[src/rtl/regfile_mp.sv]
// Multi-port register file: two combinational read ports, two write-back ports, per-register
// busy scoreboard with stall outputs. Define REGFILE_BYPASS_EN for write-through forwarding.
module regfile_mp #(
  parameter int DATA_W = 32,
  parameter int ADDR_W = 3
) (
  input  logic              clk,
  input  logic              reset_,
  input  logic [ADDR_W-1:0] srcA,
  input  logic [ADDR_W-1:0] srcB,
  output logic [DATA_W-1:0] valA,
  output logic [DATA_W-1:0] valB,
  output logic              stallA,
  output logic              stallB,
  input  logic [ADDR_W-1:0] dstM,
  input  logic [ADDR_W-1:0] dstE,
  input  logic [DATA_W-1:0] valM,
  input  logic [DATA_W-1:0] valE,
  input  logic              we_,
  input  logic              issue_v,
  input  logic [ADDR_W-1:0] issue_dst
);

  localparam int NREG = 1 << ADDR_W;

  // Entry 0 is never written, so it stays at its reset value of zero.
  logic [DATA_W-1:0] rf [NREG];
  logic [NREG-1:0]   busy;

  logic wr_m;
  logic wr_e;

  assign wr_m = !we_ && (dstM != '0);
  assign wr_e = !we_ && (dstE != '0) && (dstE != dstM);

  // NOTE: the register array is reset because the reset state must read back as zero.
  always_ff @(posedge clk or negedge reset_) begin
    if (!reset_) begin
      for (int r = 0; r < NREG; r++) rf[r] <= '0;
    end else begin
      // NOTE: non-blocking assignments so every write-back sees pre-edge state.
      if (wr_m) rf[dstM] <= valM;
      if (wr_e) rf[dstE] <= valE;
    end
  end

  // A new issue outranks a same-cycle retire: the newer producer is still outstanding.
  always_ff @(posedge clk or negedge reset_) begin
    if (!reset_) begin
      busy <= '0;
    end else begin
      for (int r = 1; r < NREG; r++) begin
        if (issue_v && (issue_dst == ADDR_W'(r)))
          busy[r] <= 1'b1;
        else if (!we_ && ((dstM == ADDR_W'(r)) || (dstE == ADDR_W'(r))))
          busy[r] <= 1'b0;
      end
    end
  end

  logic [ADDR_W-1:0] src     [2];
  logic [DATA_W-1:0] rd_val  [2];
  logic              rd_stall[2];

  assign src[0] = srcA;
  assign src[1] = srcB;

  always_comb begin
    for (int p = 0; p < 2; p++) begin
      // NOTE: defaults first so no path through this block infers a latch.
      rd_val[p]   = rf[src[p]];
      rd_stall[p] = busy[src[p]];
      if (src[p] == '0) begin
        rd_val[p]   = '0;
        rd_stall[p] = 1'b0;
      end
`ifdef REGFILE_BYPASS_EN
      else if (reset_ && !we_) begin
        if (src[p] == dstM) begin
          rd_val[p]   = valM;
          rd_stall[p] = 1'b0;
        end else if (src[p] == dstE) begin
          rd_val[p]   = valE;
          rd_stall[p] = 1'b0;
        end
      end
`endif
    end
  end

  assign valA   = rd_val[0];
  assign valB   = rd_val[1];
  assign stallA = rd_stall[0];
  assign stallB = rd_stall[1];

endmodule

[config.mk]
export PLATFORM = sky130hd
export DESIGN_NAME = regfile_mp
export DESIGN_NICKNAME = d
export VERILOG_FILES = /design/src/rtl/regfile_mp.sv
export SDC_FILE = /design/constraint.sdc
export NUM_CORES = 1
export LEC_CHECK = 0
export CAP_MARGIN = 20
export CORE_UTILIZATION = 45
export DETAILED_ROUTE_END_ITERATION = 7
export GPL_TIMING_DRIVEN = 0
export HOLD_SLACK_MARGIN = 0.15
export MAX_ROUTING_LAYER = met4
export PLACE_DENSITY = 0.68
export SETUP_SLACK_MARGIN = 0.5
export SYNTH_ARGS = -nofsm -noshare
export SYNTH_HDL_FRONTEND = slang
export SYNTH_SLANG_ARGS = --single-unit
[constraint.sdc]
create_clock -name clk -period 1.6 [get_ports clk]
set_clock_uncertainty 0.05 [all_clocks]
set_input_delay 0.24 -clock clk [delete_from_list [all_inputs] [get_ports clk]]
set_output_delay 0.24 -clock clk [all_outputs]
set_load 0.02 [all_outputs]
==> results.md, run 1 <==
* Post-synthesis xor/xnor area fraction at 0.528%
* WL per Instance at 32.3 um
* Nets at 1,584
* Final-report max-slew violation count at 0
* IO buf count at 141
* YS warnings at 1
* Layout cells sized above 1 at 75.0%
* Antenna violations before repair at 0
* Clock root cell: clkbuf_16
* Final period utilization at 133%
* Yosys top cell by area: dfrtp_1
* Synth Net Count at 1,244
* Max VDD drop at 0.953 mV
* Crit Path Category: reg2out
* Final core occ at 71.3%
* Vias in the first global route at 13.1k
* Vias per cell at 6.49
* GRT Overall Usage at 35.7%
* Placed cell count at 1,754
* Syn Std Cell Area at 0.0156 mm2
* Reg2Reg Depth at 4
* Sequential Area at 0.00578 mm2
* Fin worst setup slack at -531 ps
* Crit path launch type: register
* Largest net degree at the start of global routing at 105
* Post-Syn Instances at 1,161
* CTS tree: yes
* Synth Area per Inst at 13.5 um2
* Clk buf depth at 3
* Die area at 0.0355 mm2
* Post-synth top area share at 37.0%
* DP Wirelength at 34,300 um
* Status: finished with violations
* Sequential area share after synthesis at 37.0%
* Worst Hold Slack at -451 ps
* Antenna-violating nets left at 0
* FF+latch count, synth at 231
* First-pass GRT wire length at 90,000 um
* # DRC at 0
* Worst-margin pin slew at 710 ps
* Leak pwr at 0.0110 uW
* Final wirelength at 63,600 um
* Cell Rows at 67
* Final Setup Violations at 66
* Setup TNS at -29,180 ps
* Failing checks: hold timing, setup timing
* Final hold vios at 74
* TritonRoute pass-1 iters at 5
* Post-DP Area at 0.0194 mm2
* Count leader, synth: mux2_2
* Grt ovf at 0
* Hold/Removal Path Class: in2async
* Crit end category: output pin
* PD cells at 1090 mW/mm2
* Synth unique cells at 36
* Starting density of the core at 46.1%
* Met1 Use GR at 46.2%
* Setup slack, reg-to-reg at 300 ps
* Syn-to-layout area delta at 54.6%
* TritonCTS buffer count at 28
* Commonest cells in the synthesized netlist: mux2_2 (405), dfrtp_1 (231), mux2_4 (90)
* Met2 Use GR at 55.7%
* Post-synthesis mux area share at 48.6%
* Top_reg_cell synth: dfrtp_1
* Design area at 0.0242 mm2
* Worst-path fanout max at 3
* Relative slew slack at 52.7%
* Crit Reg-Reg Startpoint: rf[29]
* Final Critical Period at 2130 ps
* Multi-input combinational cell area at 0.0111 mm2
* Die X at 188 um
* Max-Cap Viols at 0
* Clock slew at reported path FFs at 60 ps
* WP data required at 1310 ps
* Worst Path Arrival at 1840 ps
* Worst skew pair latency at 550 ps
* Async set or reset register ratio after synthesis at 100%
* Grt peak-use layer: met2
* Largest family of logic cells by synthesized area: multiplexers
* RSZ-0062 raised after global routing: true
* Synth Area in Adders at 0%
* Inserted Diodes at 0
* Layout fillers at 2,180
* Reg2reg end: rf[29]
* Met3 usage at 5.33%
* Core ar. at 0.0339 mm2
* EDFF count, synth at 0
* Synth Area in Compound Gates at 6.64%
* Non-filler cells, final at 1,970
* GP Congestion at 0.880
* H-tree depth at 1
* # IOs at 149
* CTS sink cnt at 231
* Die H at 188 um
* FMAX at 0.469 GHz
* DR vias at 12.8k
* Synth Area in Simple Gates at 3.15%
* Main area contributors after synthesis: dfrtp_1 (37%), mux2_2 (29%), mux4_2 (9.4%)
* DRT iter0 DRCs at 1,236
[worst max-delay path by stage]
stage / from / end / cells past startpoint
floorplan: we_ / rf[163] / 5
global placement: reset_ / rf[149] / 1
detailed placement: srcB[2] / valB[1] / 6
CTS: rf[31] / valA[31] / 4
global route: rf[31] / valA[31] / 4
finish: rf[31] / valA[31] / 4
[layout make-up]
class / count / area share (%)
clock inverter: 11 / 0.445
tap: 448 / 2.32
buffer: 101 / 6.47
sequential: 231 / 23.9
multi-input combinational: 821 / 46.1
clock buffer: 40 / 3.51
inverter: 8 / 0.124
timing repair buffer: 310 / 17.1
[state kept, by name (all words and copies together) (netlist names)]
signal  cells
rf        224
busy        7
[logic make-up (layout without fill, tap and decap cells)]
logic type | Yosys count | in the layout
muxes | 580 | 580
buffers and inverters | 109 | 470
DFF | 231 | 231
AOI/OAI and AO/OA | 149 | 149
and+or+nand+nor | 89 | 89
xor gates and xnor gates | 3 | 3
[routing by layer]
| metal | vias up | part of all wire [%] |
|---|---|---|
| met4 | 0 | 5.1 |
| met5 | - | 0 |
| met3 | 200 | 7.5 |
| met2 | 738 | 47 |
| met1 | 6710 | 40 |
| li1 | 5144 | - |
[worst max-delay path: stages (launching register included)]
cell and delay [ps]:
dfrtp_1 400, mux4_2 520, nand2_2 110, o21ai_4 90
buf_6 160
[repair_timing]
item,CTS,global route
endpoints found under the setup margin,297,293
buffers inserted,94,36
endpoints found under the hold margin,231,156
resized for setup,704,121
cloned,33,2
pin swaps,42,24
[cell usage in the layout (no fill, tap or decap), types with 3 or more instances in the layout]
master	n
mux2_2	123
o21ai_2	51
buf_12	82
nand2b_1	3
mux2_4	389
clkinv_2	8
buf_6	121
mux4_2	65
mux2i_1	3
nor2b_1	3
a22oi_1	36
clkbuf_8	18
nand2_1	12
a221oi_4	3
clkbuf_1	5
xor2_4	3
nand2_2	53
o31ai_4	7
clkbuf_16	37
clkbuf_2	6
buf_8	13
dfrtp_1	231
buf_16	35
a22oi_2	25
and4bb_2	4
buf_2	7
o21ai_4	11
clkdlybuf4s50_1	68
clkbuf_4	8
inv_1	6
buf_4	47
nor4b_4	6
[per-stage QoR]
| step | hold WS [ps] | setup WS, ps | power, uW |
|---|---|---|---|
| 2_1_floorplan | -106 | -135 | 15100 |
| 3_3_place_gp | 473 | -10510 | 17400 |
| 3_5_place_dp | 141 | -1980 | 17600 |
| 4_1_cts | -431 | -473 | 25400 |
| 5_1_grt | -424 | -539 | 27200 |
| 6_report | -451 | -531 | 26300 |
[where the power goes]
part	internal, uW	switching, uW	total (uW)
combinational	6880	4070	10900
sequential	7330	1300	8630
clock	3980	2790	6770
total	18200	8160	26300
(Power assumes the default switching activity.)
==> run 2: changes to the inputs <==
GPL_TIMING_DRIVEN = not set   (was 0)
==> results.md, run 2 (synthesized netlist as in run 1, its figures left out) <==
* Status: finished with violations
* Failing checks: setup timing
* Internal at 18,900 uW (+3.7%)
* # IOs at 149 (unchanged)
* Max VDD drop at 0.871 mV (-8.6%)
* Antenna-violating nets left at 0 (unchanged)
* Total Power at 27,000 uW (+2.5%)
* Crit end category: output pin
* IO buf count at 148 (+5.0%)
* WL per Instance at 29.0 um (-10%)
* FMAX at 0.465 GHz (-0.90%)
* Relative slew slack at 68.2% (+16 points)
* RSZ-0062 raised after global routing: true
* Largest regs: rf (224), busy (7)
* GRT Overall Usage at 34.0% (-1.7 points)
* CTS sink cnt at 231 (unchanged)
* Grt ovf at 0 (unchanged)
* Layout cells sized above 1 at 77.3% (+2.3 points)
* Reg2reg end: rf[139]
* Max-Cap Viols at 0 (unchanged)
* Final hold vios at 0 (-100%)
* Largest register FFs at 224 (unchanged)
* Inserted Diodes at 0 (unchanged)
* Commonest non-fill, non-tap cell in the layout: mux2_4
* Crit Path Category: reg2out
* Starting density of the core at 46.1% (unchanged)
* Vias in the first global route at 13.4k (+1.6%)
* Clk pwr share at 23.9% (-1.8 points)
* Vias per cell at 6.17 (-5.0%)
* Cell Rows at 67 (unchanged)
* First-pass GRT wire length at 87,200 um (-3.1%)
* DR vias at 12.8k (+0.11%)
* H-tree depth at 1 (unchanged)
* Sequential share of power at 31.4% (-1.4 points)
* Fin worst setup slack at -550 ps (-19.4 ps)
* Largest net degree at the start of global routing at 46 (-56%)
* Most frequent cells in the layout: mux2_4 (359), dfrtp_1 (231), buf_4 (205), mux2_2 (153), buf_6 (121)
* TritonRoute pass-1 iters at 5 (unchanged)
* GP Congestion at 0.823 (-6.4%)
* Antenna violations before repair at 0 (unchanged)
* Logic pwr share at 44.6% (+3.0 points)
* DRT iter0 DRCs at 1,070 (-13%)
* Multi-input combinational cell area at 0.0111 mm2 (-0.56%)
* Crit path launch type: register
* Sequential Area at 0.00578 mm2 (unchanged)
* Clock root cell: clkbuf_16
* Final period utilization at 134% (+1.2 points)
* Final Setup Violations at 73 (+11%)
* Reg2Reg Depth at 4 (unchanged)
* Leak pwr at 0.0113 uW (+2.7%)
* Worst-margin pin slew at 477 ps (-233 ps)
* Final-report max-slew violation count at 0 (unchanged)
* WP data required at 1310 ps (about the same)
* Design area at 0.0246 mm2 (+1.7%)
* Post-DP Area at 0.0207 mm2 (+7.1%)
* CTS tree: yes
* Worst skew pair latency at 550 ps (about the same)
* Final wirelength at 60,200 um (-5.4%)
* Syn-to-layout area delta at 57.2%
* Sw frac at 30.1% (-0.84 points)
* Setup slack, reg-to-reg at 250 ps (-50 ps)
* Clk buf depth at 3 (unchanged)
* Die area at 0.0355 mm2 (unchanged)
* Largest register by flop count: rf
* Die H at 188 um (unchanged)
* Layout fillers at 2,110 (-3.2%)
* Final Critical Period at 2150 ps (+19.4 ps)
* Die X at 188 um (unchanged)
* DP Wirelength at 32,200 um (-6.1%)
* PD cells at 1100 mW/mm2 (+0.79%)
* Crit Reg-Reg Startpoint: rf[139]
* Worst-path fanout max at 3 (unchanged)
* Sw Pwr at 8130 uW (-0.31%)
* Worst Path Arrival at 1860 ps (+20 ps)
* Clock slew at reported path FFs at 60 ps (about the same)
* Hold/Removal Path Class: in2async
* TritonCTS buffer count at 28 (unchanged)
* # DRC at 0 (unchanged)
* Core ar. at 0.0339 mm2 (unchanged)
* Nets at 1,690 (+6.7%)
## run 2: changes by cell type in the layout (fill, tap and decap cells not counted), sizes merged
cell           delta
dlygate4sd3       +1
buf             +141
clkinv            -6
clkinvlp          +1
dlygate4sd2       -2
clkbuf           -28
clkdlybuf4s15     -2
## run 2: how the worst max path moves through the flow
stage / start / cells after the start / slack [ps] / end
finish: rf[1] / 4 / -550 / valB[1]
global route: rf[1] / 4 / -580 / valB[1]
CTS: rf[3] / 4 / -450 / valA[3]
detailed placement: dstM[2] / 7 / -810 / rf[17]
global placement: dstM[2] / 7 / -790 / rf[25]
floorplan: we_ / 5 / -130 / rf[163]
## run 2: per-layer routing
| layer | share of wire [%] | global-route usage, % | vias up |
|---|---|---|---|
| li1 | - | - | 5366 |
| met1 | 40 | 43.3 | 6620 |
| met2 | 47 | 53.4 | 660 |
| met3 | 7.8 | 6.35 | 160 |
| met4 | 4.8 | 14.1 | 0 |
| met5 | 0 | - | - |
## run 2: layout make-up
cell class                 instances  area share [%]
timing repair buffer             517            25.3
sequential                       231            23.5
tap                              448            2.28
clock buffer                      44            3.39
clock inverter                     6           0.346
inverter                           8           0.122
multi-input combinational        821            45.1
## run 2: power by group through the flow
stage	registers [uW]	logic, uW	clock network (uW)
2_1_floorplan	8150	6900	0
3_3_place_gp	8330	10100	0
3_5_place_dp	8430	10300	0
4_1_cts	8360	11300	6500
5_1_grt	8600	12600	6780
6_report	8480	12000	6460
## run 2: critical path, stage by stage (launching register included)
cell,delay (ps)
dfrtp_1,420
mux4_2,540
nand2_2,110
o21ai_4,90
buf_6,140
## run 2: repair_timing
item / 4_1_cts / 5_1_grt
pin swaps: 58 / 25
cloned: 33 / 2
hold buffers: 1 / 0
endpoints found under the setup margin: 297 / 293
buffers inserted: 74 / 26
resized for setup: 612 / 98
hold endpoints to repair: 231 / 0
## run 2: through the flow
stage	utilization [%]	TNS [ps]	setup slack [ps]	cells	hold WS [ps]
5_1_grt	72.5	-29950	-582	2075	168
2_1_floorplan	-	-22240	-135	1161	-106
4_1_cts	70.7	-26810	-447	2047	170
3_3_place_gp	61.2	-203800	-786	1889	156
6_report	72.5	-26770	-550	2075	143
3_5_place_dp	61.2	-207710	-806	1889	158
==> run 3: changes to the inputs <==
CAP_MARGIN = not set   (was 20)
MAX_ROUTING_LAYER = not set   (was met4)
==> results.md, run 3 (synthesized netlist as in run 1, its figures left out) <==
* Status: finished with violations
* Failing checks: setup timing
* Clock root cell: clkbuf_16
* Bufs and invs on worst path at 1 (unchanged)
* Final hold vios at 0 (unchanged)
* Cell Rows at 67 (unchanged)
* WP data required at 1310 ps (about the same)
* Multi-input combinational cell area at 0.0111 mm2 (unchanged)
* # DRC at 0 (unchanged)
* TritonRoute pass-1 iters at 5 (unchanged)
* Final-report max-slew violation count at 0 (unchanged)
* CTS sink cnt at 231 (unchanged)
* FMAX at 0.465 GHz (about the same)
* Final Critical Period at 2150 ps (+0.0250 ps)
* TritonCTS buffer count at 28 (unchanged)
* Max VDD drop at 0.857 mV (-1.6%)
* CTS tree: yes
* Worst Path Arrival at 1860 ps (about the same)
* Clock slew at reported path FFs at 60 ps (about the same)
* IO buf count at 148 (unchanged)
* H-tree depth at 1 (unchanged)
* Setup slack, reg-to-reg at 240 ps (about the same)
* Crit end category: output pin
* Slowest Stage Delay on Critical Path at 540 ps (about the same)
* DRT iter0 DRCs at 1,108 (+3.6%)
* Clk buf depth at 3 (unchanged)
* Core ar. at 0.0339 mm2 (unchanged)
* Commonest non-fill, non-tap cell in the layout: mux2_4
* Placed cell count at 1,889 (unchanged)
* Final Setup Violations at 72 (-1.4%)
* Final wirelength at 59,900 um (-0.42%)
* Largest register FFs at 224 (unchanged)
* Crit Reg-Reg Startpoint: rf[139]
* Hold/Removal Path Class: in2async
* Slowest cell on crit path: mux4_2
* Worst skew pair latency at 550 ps (about the same)
* Die area at 0.0355 mm2 (unchanged)
* Largest regs: rf (224), busy (7)
* Vias per cell at 6.18 (about the same)
* Vias in the first global route at 13.4k (+0.33%)
* Crit Path Category: reg2out
* Final period utilization at 134% (about the same)
* Most frequent cells in the layout: mux2_4 (359), dfrtp_1 (231), buf_4 (204), mux2_2 (153), buf_6 (121)
* DP Wirelength at 32,200 um (unchanged)
* # IOs at 149 (unchanged)
* Layout cells sized above 1 at 77.2% (about the same)
* Reg2reg end: rf[139]
* Syn-to-layout area delta at 57.1% (about the same)
* Largest register by flop count: rf
* GRT Overall Usage at 33.0% (-1.0 points)
* Starting density of the core at 46.1% (unchanged)
* Worst-margin pin slew at 471 ps (-6.63 ps)
* Worst slack, placed at -806 ps (unchanged)
* Fin worst setup slack at -550 ps (-0.0250 ps)
* WL per Instance at 28.9 um (-0.37%)
* Grt ovf at 0 (unchanged)
* Nets at 1,689 (-0.059%)
* Worst-path fanout max at 3 (unchanged)
* Die H at 188 um (unchanged)
* GP Congestion at 0.811 (-1.4%)
* Non-filler cells, final at 2,074 (-0.048%)
* Reg2Reg Depth at 4 (unchanged)
* Relative slew slack at 68.6% (+0.44 points)
* CP cell instances: mux4_2 -> nand2_2 -> o21ai_4 -> buf_6
* Leak pwr at 0.0113 uW (about the same)
* Largest net degree at the start of global routing at 46 (unchanged)
* RSZ-0062 raised after global routing: true
* Die X at 188 um (unchanged)
* Crit path launch type: register
* First-pass GRT wire length at 87,200 um (about the same)
* PD cells at 1100 mW/mm2 (about the same)
* Layout fillers at 2,109 (-0.047%)
* Antenna violations before repair at 0 (unchanged)
* Max-Cap Viols at 0 (unchanged)
* Inserted Diodes at 0 (unchanged)
* Antenna-violating nets left at 0 (unchanged)
* DR vias at 12.8k (+0.016%)
* Family with the most delay on the worst path: multiplexers
* Sequential Area at 0.00578 mm2 (unchanged)
## run 3: cell types whose count changed in the layout (fill, tap and decap cells not counted), sizes merged
cell and change:
buf -1
## run 3: layer usage
metal	share of wire [%]	track usage, %	vias to the layer above
met5	0	0	-
met2	47	53.2	613
met1	40	43.0	6688
met4	4.8	14.5	0
met3	8.0	6.61	161
li1	-	-	5346
## run 3: worst register-to-register path, cell delays in order, from the launching register on
cell and delay, ps:
dfrtp_1 400, buf_4 150, buf_4 120, mux2_4 260, mux2_4 260
## run 3: worst max-delay path by stage
| stage | from | endpoint | slack, ps | cells past startpoint |
|---|---|---|---|---|
| floorplan | we_ | rf[163] | -130 | 5 |
| global placement | dstM[2] | rf[25] | -790 | 7 |
| detailed placement | dstM[2] | rf[17] | -810 | 7 |
| CTS | rf[3] | valA[3] | -450 | 4 |
| global route | rf[1] | valB[1] | -580 | 4 |
| finish | rf[1] | valB[1] | -550 | 4 |
## run 3: power by group
| part | total, uW | internal [uW] | switching [uW] |
|---|---|---|---|
| clock network | 6440 | 3860 | 2580 |
| logic | 12000 | 7660 | 4370 |
| registers | 8480 | 7330 | 1150 |
| total | 27000 | 18900 | 8100 |
## run 3: stage by stage
stage	area, um2	TNS [ps]	util [%]	hold WS [ps]	power [uW]
floorplan	17300	-22240	-	-106	15100
global placement	20700	-203800	61.2	156	18400
detailed placement	20700	-207710	61.2	158	18800
CTS	23900	-26810	70.7	170	26200
global route	24600	-29980	72.5	167	28000
finish	24600	-26560	72.5	138	27000
## run 3: repair_timing
item | 4_1_cts | 5_1_grt
gates cloned | 33 | 2
hold buffers | 1 | 0
pin swaps | 58 | 25
setup endpoints to repair | 297 | 293
endpoints found under the hold margin | 231 | 0
resized for setup | 612 | 98
setup buffers | 74 | 25
## run 3: layout make-up
class | count | area share (%)
well taps | 448 | 2.28
clock inverters | 6 | 0.346
inverters | 8 | 0.122
flip-flops and latches | 231 | 23.5
clock buffers | 44 | 3.39
multi-input cells | 821 | 45.1
repair buffers | 516 | 25.2
